### src/rtl/speckle_scan_pkg.sv
// speckle_scan_pkg: state encoding, shift-register control bundle and width helpers
// shared by the speckle pixel-scan engine.
package speckle_scan_pkg;

    typedef enum logic [3:0] {
        S_IDLE,
        S_SR_RST,
        S_ROW_SHIFT,
        S_COL_SHIFT,
        S_SETTLE,
        S_CONV,
        S_WAIT,
        S_WRITE,
        S_DONE
    } scan_state_e;

    typedef struct packed {
        logic row_clk;
        logic row_rst;
        logic row_data;
        logic row_ena;
        logic col_clk;
        logic col_rst;
        logic col_data;
    } sr_ctrl_t;

    localparam int unsigned SR_RST_TICKS = 2;

    function automatic int unsigned calc_nb_addr(input int unsigned cols, input int unsigned rows);
        return (cols * rows > 1) ? $clog2(cols * rows) : 1;
    endfunction

    function automatic int unsigned calc_nb_acc(input int unsigned nb_data, input int unsigned avg_log2_max);
        return nb_data + avg_log2_max;
    endfunction

    localparam int unsigned NB_ADDR = calc_nb_addr(24, 24);
    localparam int unsigned NB_ACC  = calc_nb_acc(12, 4);

endpackage

### src/rtl/speckle_scan_engine_if.sv
// speckle_scan_engine_if: XADC conversion handshake and frame-RAM write port of the scan engine.
interface speckle_scan_engine_if #(
    parameter int unsigned NB_DATA = 12,
    parameter int unsigned NB_ADDR = 10
);
    logic               adc_trigger;
    logic [NB_DATA-1:0] adc_val;
    logic               adc_done;
    logic               ram_we;
    logic [NB_ADDR-1:0] ram_addr;
    logic [NB_DATA:0]   ram_data;

    modport master (
        output adc_trigger, ram_we, ram_addr, ram_data,
        input  adc_val, adc_done
    );

    modport slave (
        input  adc_trigger, ram_we, ram_addr, ram_data,
        output adc_val, adc_done
    );
endinterface

### src/rtl/scan_tick_div.sv
// scan_tick_div: free-running 0..div counter producing a one-cycle tick when it reaches div;
// restart_i forces the count back to 0 on the next cycle.
module scan_tick_div #(
    parameter int unsigned NB_DIV = 24
) (
    input  logic              clk,
    input  logic              rst_n,
    input  logic              restart_i,
    input  logic [NB_DIV-1:0] div_i,
    output logic              tick_o
);
    logic [NB_DIV-1:0] cnt_q, cnt_d;

    assign tick_o = (cnt_q == div_i);

    always_comb begin
        cnt_d = cnt_q + 1'b1;
        if (restart_i || tick_o) cnt_d = '0;
    end

    always_ff @(posedge clk or negedge rst_n) begin
        if (!rst_n) cnt_q <= '0;
        else        cnt_q <= cnt_d;
    end
endmodule

### src/rtl/speckle_scan_engine.sv
// speckle_scan_engine: one-hot row/column scan, per-pixel 2^k ADC averaging and threshold flag.
// Optional ADC done timeout in WAIT is enabled by defining SSC_SCAN_TIMEOUT_EN.
module speckle_scan_engine
    import speckle_scan_pkg::*;
#(
    parameter int unsigned COLS           = 24,
    parameter int unsigned ROWS           = 24,
    parameter int unsigned NB_DATA        = 12,
    parameter int unsigned NB_DIV         = 24,
    parameter int unsigned AVG_LOG2_MAX   = 4,
    parameter int unsigned TIMEOUT_CYCLES = 4096
) (
    input  logic                 clk,
    input  logic                 rst_n,
    input  logic                 i_start,
    input  logic                 i_abort,
    input  logic [NB_DIV-1:0]    i_clk_div,
    input  logic [2:0]           i_avg_log2,
    input  logic [NB_DATA-1:0]   i_umbral,
    speckle_scan_engine_if.master bus,
    output logic                 o_chip_row_clk,
    output logic                 o_chip_row_rst,
    output logic                 o_chip_row_data,
    output logic                 o_chip_row_ena,
    output logic                 o_chip_col_clk,
    output logic                 o_chip_col_rst,
    output logic                 o_chip_col_data,
    output logic                 o_busy,
    output logic                 o_frame_done,
    output logic                 o_adc_timeout
);
    localparam int unsigned ADDR_W = calc_nb_addr(COLS, ROWS);
    localparam int unsigned ACC_W  = calc_nb_acc(NB_DATA, AVG_LOG2_MAX);
    localparam int unsigned COL_W  = (COLS > 1) ? $clog2(COLS) : 1;
    localparam int unsigned ROW_W  = (ROWS > 1) ? $clog2(ROWS) : 1;
    localparam int unsigned SAMP_W = AVG_LOG2_MAX + 1;

    if (COLS < 1 || ROWS < 1 || AVG_LOG2_MAX > 7 || TIMEOUT_CYCLES < 1) begin : g_bad_cfg
        $error("speckle_scan_engine: unsupported parameter set");
    end

    scan_state_e        state_q, state_d;
    logic [1:0]         ph_q, ph_d;
    logic [NB_DIV-1:0]  div_q, div_d;
    logic [2:0]         k_q, k_d;
    logic [COL_W-1:0]   col_q, col_d;
    logic [ROW_W-1:0]   row_q, row_d;
    logic [ADDR_W-1:0]  addr_q, addr_d, ram_addr_q, ram_addr_d;
    logic [ACC_W-1:0]   acc_q, acc_d, acc_sum;
    logic [SAMP_W-1:0]  samp_q, samp_d, samp_inc;
    logic [NB_DATA-1:0] avg;
    logic [NB_DATA:0]   ram_data_q, ram_data_d;
    sr_ctrl_t           ctrl_q, ctrl_d;
    logic               trig_q, we_q, busy_q, done_q, timeout_q, timeout_d;
    logic               tick, restart, tmo_hit;

    assign restart = (state_d != state_q);

    scan_tick_div #(.NB_DIV(NB_DIV)) u_div (
        .clk      (clk),
        .rst_n    (rst_n),
        .restart_i(restart),
        .div_i    (div_q),
        .tick_o   (tick)
    );

`ifdef SSC_SCAN_TIMEOUT_EN
    localparam int unsigned WCNT_W = (TIMEOUT_CYCLES > 1) ? $clog2(TIMEOUT_CYCLES) : 1;
    logic [WCNT_W-1:0] wcnt_q;

    assign tmo_hit = (state_q == S_WAIT) && !bus.adc_done && (wcnt_q == WCNT_W'(TIMEOUT_CYCLES - 1));

    always_ff @(posedge clk or negedge rst_n) begin
        if (!rst_n)                          wcnt_q <= '0;
        else if (state_q != S_WAIT || restart) wcnt_q <= '0;
        else                                 wcnt_q <= wcnt_q + 1'b1;
    end
`else
    assign tmo_hit = 1'b0;
`endif

    assign acc_sum  = acc_q + ACC_W'(bus.adc_val);
    assign avg      = NB_DATA'(acc_sum >> k_q);
    assign samp_inc = samp_q + 1'b1;

    always_comb begin
        state_d    = state_q;
        ph_d       = ph_q;
        div_d      = div_q;
        k_d        = k_q;
        col_d      = col_q;
        row_d      = row_q;
        addr_d     = addr_q;
        acc_d      = acc_q;
        samp_d     = samp_q;
        timeout_d  = timeout_q;
        ram_addr_d = '0;
        ram_data_d = '0;
        case (state_q)
            S_IDLE: if (i_start) begin
                state_d   = S_SR_RST;
                div_d     = i_clk_div;
                k_d       = (i_avg_log2 > 3'(AVG_LOG2_MAX)) ? 3'(AVG_LOG2_MAX) : i_avg_log2;
                acc_d     = '0;
                samp_d    = '0;
                col_d     = '0;
                row_d     = '0;
                addr_d    = '0;
                timeout_d = 1'b0;
            end
            S_SR_RST: if (tick) begin
                if (ph_q == 2'(SR_RST_TICKS - 1)) state_d = S_ROW_SHIFT;
                else                              ph_d    = ph_q + 1'b1;
            end
            // Both shift states: phase 0 = clock high tick, phase 1 = clock low tick.
            S_ROW_SHIFT, S_COL_SHIFT: if (tick) begin
                if (ph_q != '0) state_d = (state_q == S_ROW_SHIFT) ? S_COL_SHIFT : S_SETTLE;
                else            ph_d    = 2'd1;
            end
            S_SETTLE: if (tick) state_d = S_CONV;
            S_CONV:   state_d = S_WAIT;
            S_WAIT: begin
                if (bus.adc_done) begin
                    acc_d  = acc_sum;
                    samp_d = samp_inc;
                    if (samp_inc < (SAMP_W'(1) << k_q)) begin
                        state_d = S_CONV;
                    end else begin
                        state_d    = S_WRITE;
                        ram_addr_d = addr_q;
                        ram_data_d = {avg >= i_umbral, avg};
                    end
                end else if (tmo_hit) begin
                    timeout_d  = 1'b1;
                    state_d    = S_WRITE;
                    ram_addr_d = addr_q;
                end
            end
            S_WRITE: begin
                acc_d  = '0;
                samp_d = '0;
                addr_d = addr_q + 1'b1;
                if (col_q == COL_W'(COLS - 1)) begin
                    col_d = '0;
                    if (row_q == ROW_W'(ROWS - 1)) begin
                        state_d = S_DONE;
                    end else begin
                        row_d   = row_q + 1'b1;
                        state_d = S_ROW_SHIFT;
                    end
                end else begin
                    col_d   = col_q + 1'b1;
                    state_d = S_COL_SHIFT;
                end
            end
            S_DONE:  state_d = S_IDLE;
            default: state_d = S_IDLE;
        endcase

        if (i_abort) begin
            state_d    = S_IDLE;
            timeout_d  = 1'b0;
            ram_addr_d = '0;
            ram_data_d = '0;
        end
        if (restart) ph_d = '0;

        // Outputs are decoded from the next state so the registered copies line up with state_q.
        ctrl_d = '0;
        case (state_d)
            S_SR_RST: begin
                ctrl_d.row_rst = 1'b1;
                ctrl_d.col_rst = 1'b1;
            end
            S_ROW_SHIFT: begin
                ctrl_d.row_data = (row_d == '0);
                ctrl_d.row_clk  = (ph_d == '0);
                ctrl_d.col_rst  = (ph_d == '0);
            end
            S_COL_SHIFT: begin
                ctrl_d.col_data = (col_d == '0);
                ctrl_d.col_clk  = (ph_d == '0);
            end
            S_SETTLE, S_CONV, S_WAIT, S_WRITE: ctrl_d.row_ena = 1'b1;
            default: ;
        endcase
    end

    always_ff @(posedge clk or negedge rst_n) begin
        if (!rst_n) begin
            state_q    <= S_IDLE;
            ph_q       <= '0;
            div_q      <= '0;
            k_q        <= '0;
            col_q      <= '0;
            row_q      <= '0;
            addr_q     <= '0;
            acc_q      <= '0;
            samp_q     <= '0;
            timeout_q  <= 1'b0;
            ram_addr_q <= '0;
            ram_data_q <= '0;
            ctrl_q     <= '0;
            trig_q     <= 1'b0;
            we_q       <= 1'b0;
            busy_q     <= 1'b0;
            done_q     <= 1'b0;
        end else begin
            state_q    <= state_d;
            ph_q       <= ph_d;
            div_q      <= div_d;
            k_q        <= k_d;
            col_q      <= col_d;
            row_q      <= row_d;
            addr_q     <= addr_d;
            acc_q      <= acc_d;
            samp_q     <= samp_d;
            timeout_q  <= timeout_d;
            ram_addr_q <= ram_addr_d;
            ram_data_q <= ram_data_d;
            ctrl_q     <= ctrl_d;
            trig_q     <= (state_d == S_CONV);
            we_q       <= (state_d == S_WRITE);
            busy_q     <= (state_d != S_IDLE) && (state_d != S_DONE);
            done_q     <= (state_d == S_DONE);
        end
    end

    assign bus.adc_trigger = trig_q;
    assign bus.ram_we      = we_q;
    assign bus.ram_addr    = ram_addr_q;
    assign bus.ram_data    = ram_data_q;
    assign o_chip_row_clk  = ctrl_q.row_clk;
    assign o_chip_row_rst  = ctrl_q.row_rst;
    assign o_chip_row_data = ctrl_q.row_data;
    assign o_chip_row_ena  = ctrl_q.row_ena;
    assign o_chip_col_clk  = ctrl_q.col_clk;
    assign o_chip_col_rst  = ctrl_q.col_rst;
    assign o_chip_col_data = ctrl_q.col_data;
    assign o_busy          = busy_q;
    assign o_frame_done    = done_q;
    assign o_adc_timeout   = timeout_q;
endmodule

### src/flat_wrapper.sv
// flat-port wrapper written by rule: the top's interface ports become plain ports
module speckle_scan_engine_flat import speckle_scan_pkg::*;
#(
    parameter int unsigned COLS           = 24,
    parameter int unsigned ROWS           = 24,
    parameter int unsigned NB_DATA        = 12,
    parameter int unsigned NB_DIV         = 24,
    parameter int unsigned AVG_LOG2_MAX   = 4,
    parameter int unsigned TIMEOUT_CYCLES = 4096
)
  (clk, rst_n, i_start, i_abort, i_clk_div, i_avg_log2, i_umbral, o_chip_row_clk, o_chip_row_rst, o_chip_row_data, o_chip_row_ena, o_chip_col_clk, o_chip_col_rst, o_chip_col_data, o_busy, o_frame_done, o_adc_timeout, bus_adc_trigger, bus_ram_we, bus_ram_addr, bus_ram_data, bus_adc_val, bus_adc_done);
  speckle_scan_engine_if #(.NB_DATA(NB_DATA)) bus_i ();
  input  logic clk;
  input  logic rst_n;
  input  logic i_start;
  input  logic i_abort;
  input  logic [NB_DIV-1:0] i_clk_div;
  input  logic [2:0] i_avg_log2;
  input  logic [NB_DATA-1:0] i_umbral;
  output logic o_chip_row_clk;
  output logic o_chip_row_rst;
  output logic o_chip_row_data;
  output logic o_chip_row_ena;
  output logic o_chip_col_clk;
  output logic o_chip_col_rst;
  output logic o_chip_col_data;
  output logic o_busy;
  output logic o_frame_done;
  output logic o_adc_timeout;
  output wire logic [$bits(bus_i.adc_trigger)-1:0] bus_adc_trigger;
  output wire logic [$bits(bus_i.ram_we)-1:0] bus_ram_we;
  output wire logic [$bits(bus_i.ram_addr)-1:0] bus_ram_addr;
  output wire logic [$bits(bus_i.ram_data)-1:0] bus_ram_data;
  input wire logic [$bits(bus_i.adc_val)-1:0] bus_adc_val;
  input wire logic [$bits(bus_i.adc_done)-1:0] bus_adc_done;
  assign bus_adc_trigger = bus_i.adc_trigger;
  assign bus_ram_we = bus_i.ram_we;
  assign bus_ram_addr = bus_i.ram_addr;
  assign bus_ram_data = bus_i.ram_data;
  assign bus_i.adc_val = bus_adc_val;
  assign bus_i.adc_done = bus_adc_done;
  speckle_scan_engine #(.COLS(COLS), .ROWS(ROWS), .NB_DATA(NB_DATA), .NB_DIV(NB_DIV), .AVG_LOG2_MAX(AVG_LOG2_MAX), .TIMEOUT_CYCLES(TIMEOUT_CYCLES)) u_core (.clk(clk), .rst_n(rst_n), .i_start(i_start), .i_abort(i_abort), .i_clk_div(i_clk_div), .i_avg_log2(i_avg_log2), .i_umbral(i_umbral), .bus(bus_i), .o_chip_row_clk(o_chip_row_clk), .o_chip_row_rst(o_chip_row_rst), .o_chip_row_data(o_chip_row_data), .o_chip_row_ena(o_chip_row_ena), .o_chip_col_clk(o_chip_col_clk), .o_chip_col_rst(o_chip_col_rst), .o_chip_col_data(o_chip_col_data), .o_busy(o_busy), .o_frame_done(o_frame_done), .o_adc_timeout(o_adc_timeout));
endmodule
### config.mk
export PLATFORM = sky130hd
export DESIGN_NAME = speckle_scan_engine_flat
export DESIGN_NICKNAME = d
export VERILOG_FILES = /design/src/rtl/speckle_scan_pkg.sv /design/src/rtl/speckle_scan_engine_if.sv /design/src/rtl/scan_tick_div.sv /design/src/rtl/speckle_scan_engine.sv /design/src/flat_wrapper.sv
export SDC_FILE = /design/constraint.sdc
export NUM_CORES = 1
export LEC_CHECK = 0
export CELL_PAD_IN_SITES_DETAIL_PLACEMENT = 1
export CELL_PAD_IN_SITES_GLOBAL_PLACEMENT = 1
export CORE_ASPECT_RATIO = 1.75
export CORE_MARGIN = 5
export CORE_UTILIZATION = 44
export CTS_BUF_LIST = sky130_fd_sc_hd__clkbuf_16
export DETAILED_ROUTE_END_ITERATION = 10
export GPL_ROUTABILITY_DRIVEN = 0
export GPL_TIMING_DRIVEN = 0
export HOLD_SLACK_MARGIN = 0.03
export PLACE_DENSITY = 0.85
export SLEW_MARGIN = 0
export SYNTH_ARGS = -nofsm -noshare
export SYNTH_HDL_FRONTEND = slang
export SYNTH_SLANG_ARGS = --single-unit
### constraint.sdc
create_clock -name clk -period 5.3 [get_ports clk]
set_input_delay 1.06 -clock clk [delete_from_list [all_inputs] [get_ports clk]]
set_output_delay 1.06 -clock clk [all_outputs]
set_load 0.02 [all_outputs]
==> key figures, run 1 <==
Clock network
  • Clock Pin Slew Worst Setup and Hold Paths: 0.07 ns
  • Postcts setup bufs: 0
  • Sink Count: 132
  • # H-tree levels: 4
  • CTS max path bufs: 2
  • Clk root buf: clkbuf_16
  • CTS tree: done
  • Total CTS buffers: 17
  • Worst skew pair latency: 0.43 ns

Yosys
  • Unique masters post-synth: 78
  • Syn_area_per_cell: 9.38 sq um
  • Mapped cell area: 7710 sq um
  • Synth Register Bits: 132
  • EDFF count, synth: 0
  • Syn. warnings: 0
  • Post-synthesis sequential area ratio: 42.9%
  • Top_reg_cell synth: dfrtp_1
  • Mapped Nets: 912
  • Syn Inst Count: 822
  • Asr flop ratio synth: 100%

Power
  • Leakage: 0.00418 uW
  • PwrDens: 283 nW/um^2
  • Peak supply drop: 0.194 mV
  • Power Total: 2690 uW

Detailed routing
  • Initial DRC count: 270
  • Detail Route Antenna Nets: 0
  • Vias per cell: 5.74
  • Top sig layer: met4
  • Via Count: 6743
  • WL final: 23000 um
  • DRC: 0
  • WL/cell: 19.6 um
  • Met3 wire len: 725 um
  • Met2 wire length: 13000 um
  • Detailed Routing Iterations Pass 1: 4
  • Metal-1 WL: 8300 um

Place
  • Post-DP Area: 8920 sq um
  • Worst slack, placed: -0.749 ns
  • Placed Cells incl. Taps: 1143
  • HPWL Detailed: 17100 um
  • IO Port Bufs: 89

STA
  • Hold Vio Cnt, Final: 0
  • Max Slew Vio Count: 0
  • Period minus WS final: 5.10 ns
  • Fmax: 0.196 GHz
  • Final setup margin: 0.202 ns
  • Least-Margin Pin Slew: 0.751 ns
  • Skew final: 0.0115 ns
  • RSZ-0062 raised after global routing: false
  • Final setup viols: 0
  • Post-route clock period utilization: 96.2%
  • Slew margin rel.: 49.9%

Finish
  • Final Instance Count excl. Fillers: 1175
  • Area growth syn-to-layout: 23.6%
  • Multi-input gate area: 4120 sq um
  • Share of cells above drive strength 1: 11.1%
  • Fin util: 54.8%
  • Ant diodes: 0
  • Post-Layout Inst Area: 9530 sq um
  • Fill count: 2012
  • Nets: 1021
  • FF+latch area: 3300 sq um

Worst setup path
  • Worst R2R Start: u_core.acc_q[4]
  • Kind of critical path: in2reg
  • Worst Setup End Kind: flip-flop
  • R2R depth: 17
  • CP startpoint kind: input port
  • Data arrival, critical path: 5.39 ns
  • CP max FO: 4
  • Reg2reg setup slack: 0.96 ns
  • Reg2reg end: u_core.bus.ram_data[12]
  • Req. time, crit path: 5.59 ns

Job
  • Max-cap violations: 0

Die
  • Die ar.: 20400 sq um
  • Die Width: 110 um
  • Cell Rows: 64
  • Starting Density: 44.4%
  • Die Height: 185 um
  • IO Count: 91
  • Placeable Area: 17400 sq um

Min path
  • Worst Min Path Start: u_core.addr_q[9]
  • Hold Crit Depth: 1
  • Worst hold path endpoint: u_core.addr_q[9]
  • Worst min-delay path category: reg2reg

Global routing
  • Number of global-route vias before repair: 7447
  • Global route total overflow: 0
  • Total GRT Usage: 23.8%
  • First-pass GRT wire length: 37500 um
  • Initial antenna violation count: 0
  • Largest net degree at the start of global routing: 68

Run status
  • Status: finished clean
## final cells by class
class | instances | area share (%)
Inverter | 30 | 1.18
Buffer | 43 | 2.15
Multi-Input combinational cell | 617 | 43.3
Timing Repair Buffer | 90 | 9.65
Clock buffer | 17 | 4.47
Sequential cell | 132 | 34.7
Tap cell | 231 | 3.03
Clock inverter | 15 | 1.56
## cells in the mapped netlist, types with 3 or more instances
| cell | number | area, sq um |
|---|---|---|
| o31ai_1 | 3 | 22.5 |
| buf_2 | 9 | 45.0 |
| o22ai_1 | 6 | 37.5 |
| nand2b_1 | 6 | 37.5 |
| nor2_1 | 82 | 308 |
| or3_1 | 4 | 25.0 |
| ha_1 | 33 | 413 |
| mux2_2 | 29 | 327 |
| a221oi_1 | 3 | 26.3 |
| a221o_1 | 4 | 40.0 |
| a31oi_1 | 8 | 50.1 |
| xor2_1 | 24 | 210 |
| a21o_1 | 6 | 45.0 |
| buf_1 | 3 | 11.3 |
| mux2i_1 | 10 | 100 |
| a211oi_1 | 4 | 30.0 |
| nand3_1 | 53 | 265 |
| nand2_1 | 84 | 315 |
| nor4_1 | 4 | 25.0 |
| and3_1 | 15 | 93.8 |
| and2_1 | 16 | 100 |
| or2_2 | 6 | 37.5 |
| nand4_1 | 18 | 113 |
| xnor2_1 | 41 | 359 |
| and4_1 | 4 | 35.0 |
| clkbuf_1 | 26 | 97.6 |
| o2111ai_1 | 4 | 35.0 |
| o21bai_1 | 3 | 22.5 |
| dfrtp_1 | 132 | 3300 |
| nor3_1 | 13 | 65.1 |
| inv_1 | 28 | 105 |
| a2111oi_0 | 3 | 26.3 |
| a21oi_1 | 33 | 165 |
| o21ai_0 | 49 | 245 |
| o211ai_1 | 3 | 22.5 |
## through the flow
step	hold slack [ns]	TNS, ns
final	0.490	0
after global routing	0.529	0
after global placement	0.484	-279.41
after detailed placement	0.492	-0.749
after CTS	0.496	0
after floorplan	0.449	0
## repair_timing
item                                    CTS  global route
resized for setup                         5             3
pin swaps                                 0             1
endpoints found under the setup margin    1             1
hold buffers                              0             0
## cells by family after synthesis
| logic type | share of synthesized area (%) |
|---|---|
| adder cells (fa/ha/maj) | 5.62 |
| other | 0.0486 |
| buffers and inverters | 4.12 |
| AND/OR/NAND/NOR | 21.1 |
| flip-flops | 42.9 |
| multiplexers | 6.12 |
| AO/OA/AOI/OAI | 12.7 |
| XOR/XNOR | 7.39 |
## critical path, stage by stage
cell and delay (ns):
clkdlybuf4s50_1 0.48, ha_1 0.18, inv_1 0.06, fa_1 0.42, nor2b_2 0.18, o2111ai_2 0.18
a211o_1 0.37, a31oi_4 0.20, xor2_1 0.14, mux2i_2 0.29, o22ai_1 0.14, or3_1 0.36
ha_1 0.32, a2111oi_2 0.39, o21ai_1 0.15, a221o_1 0.31, nand3_1 0.08, a21oi_1 0.07
## power by group
group | switching (uW) | total (uW) | internal (uW)
Clock | 515 | 1170 | 656
Sequential | 43.8 | 1090 | 1050
Combinational | 234 | 428 | 193
## cell usage in the layout (no fill, tap or decap), drive strengths merged, types with 5 or more instances in the layout
cell type        n
clkdlybuf4s50   88
nand4           18
or3              5
o22ai            6
clkinv           7
xor2            24
a211oi           5
nor3            14
nor4             6
ha              33
nor2            82
mux2i           10
a21o             6
nand2b           6
nand2           84
clkbuf          45
o21ai           49
a221o            5
or2              6
o2111ai          5
nand3           53
inv             35
a31oi            8
mux2            29
and2            17
dfrtp          132
and3            16
xnor2           41
a21oi           33
buf             17
## per-layer routing
metal | GRT usage [%] | vias up
li1 | - | 3124
met1 | 24.1 | 3388
met2 | 46.0 | 160
met3 | 3.59 | 71
met4 | 11.0 | 0
met5 | 0 | -
## worst max-delay path by stage
stage                         from                 endpoint  cells past startpoint
floorplan           bus_adc_val[0]  u_core.bus.ram_data[12]                     17
global placement             rst_n   u_core.bus.ram_data[8]                      1
detailed placement  bus_adc_val[0]  u_core.bus.ram_data[12]                     18
CTS                 bus_adc_val[0]  u_core.bus.ram_data[12]                     18
global route        bus_adc_val[0]  u_core.bus.ram_data[12]                     18
finish              bus_adc_val[0]  u_core.bus.ram_data[12]                     18
## sequential cells by signal, summed over array words and instances, names as in the netlist
signal                  flops
u_core.col_q                5
u_core.acc_q               16
u_core.o_chip_row_rst       1
u_core.bus.ram_addr        10
u_core.o_chip_col_data      1
u_core.u_div.cnt_q         24
u_core.ph_q                 2
u_core.o_busy               1
u_core.o_chip_row_data      1
u_core.addr_q              10
u_core.bus.ram_data        13
u_core.o_chip_row_clk       1
u_core.o_frame_done         1
u_core.bus.ram_we           1
u_core.bus.adc_trigger      1
u_core.state_q              4
u_core.samp_q               5
u_core.o_chip_row_ena       1
u_core.o_chip_col_clk       1
u_core.div_q               24
u_core.o_chip_col_rst       1
u_core.row_q                5
u_core.k_q                  3
(Power assumes the default switching activity.)
==> run 2, diff against run 1 <==
--- a/config.mk
+++ b/config.mk
@@ -16,7 +16,6 @@
 export GPL_TIMING_DRIVEN = 0
 export HOLD_SLACK_MARGIN = 0.03
 export PLACE_DENSITY = 0.85
-export SLEW_MARGIN = 0
 export SYNTH_ARGS = -nofsm -noshare
 export SYNTH_HDL_FRONTEND = slang
 export SYNTH_SLANG_ARGS = --single-unit
==> results of run 2 <==
No change in the layout: final DEF, timing and power equal those of run 1.
==> run 3, diff against run 2 <==
--- a/config.mk
+++ b/config.mk
@@ -11,6 +11,7 @@
 export CORE_MARGIN = 5
 export CORE_UTILIZATION = 44
 export CTS_BUF_LIST = sky130_fd_sc_hd__clkbuf_16
+export CTS_CLUSTER_SIZE = 20
 export DETAILED_ROUTE_END_ITERATION = 10
 export GPL_ROUTABILITY_DRIVEN = 0
 export GPL_TIMING_DRIVEN = 0
==> results of run 3 <==
No change in the layout: final DEF, timing and power equal those of run 1.
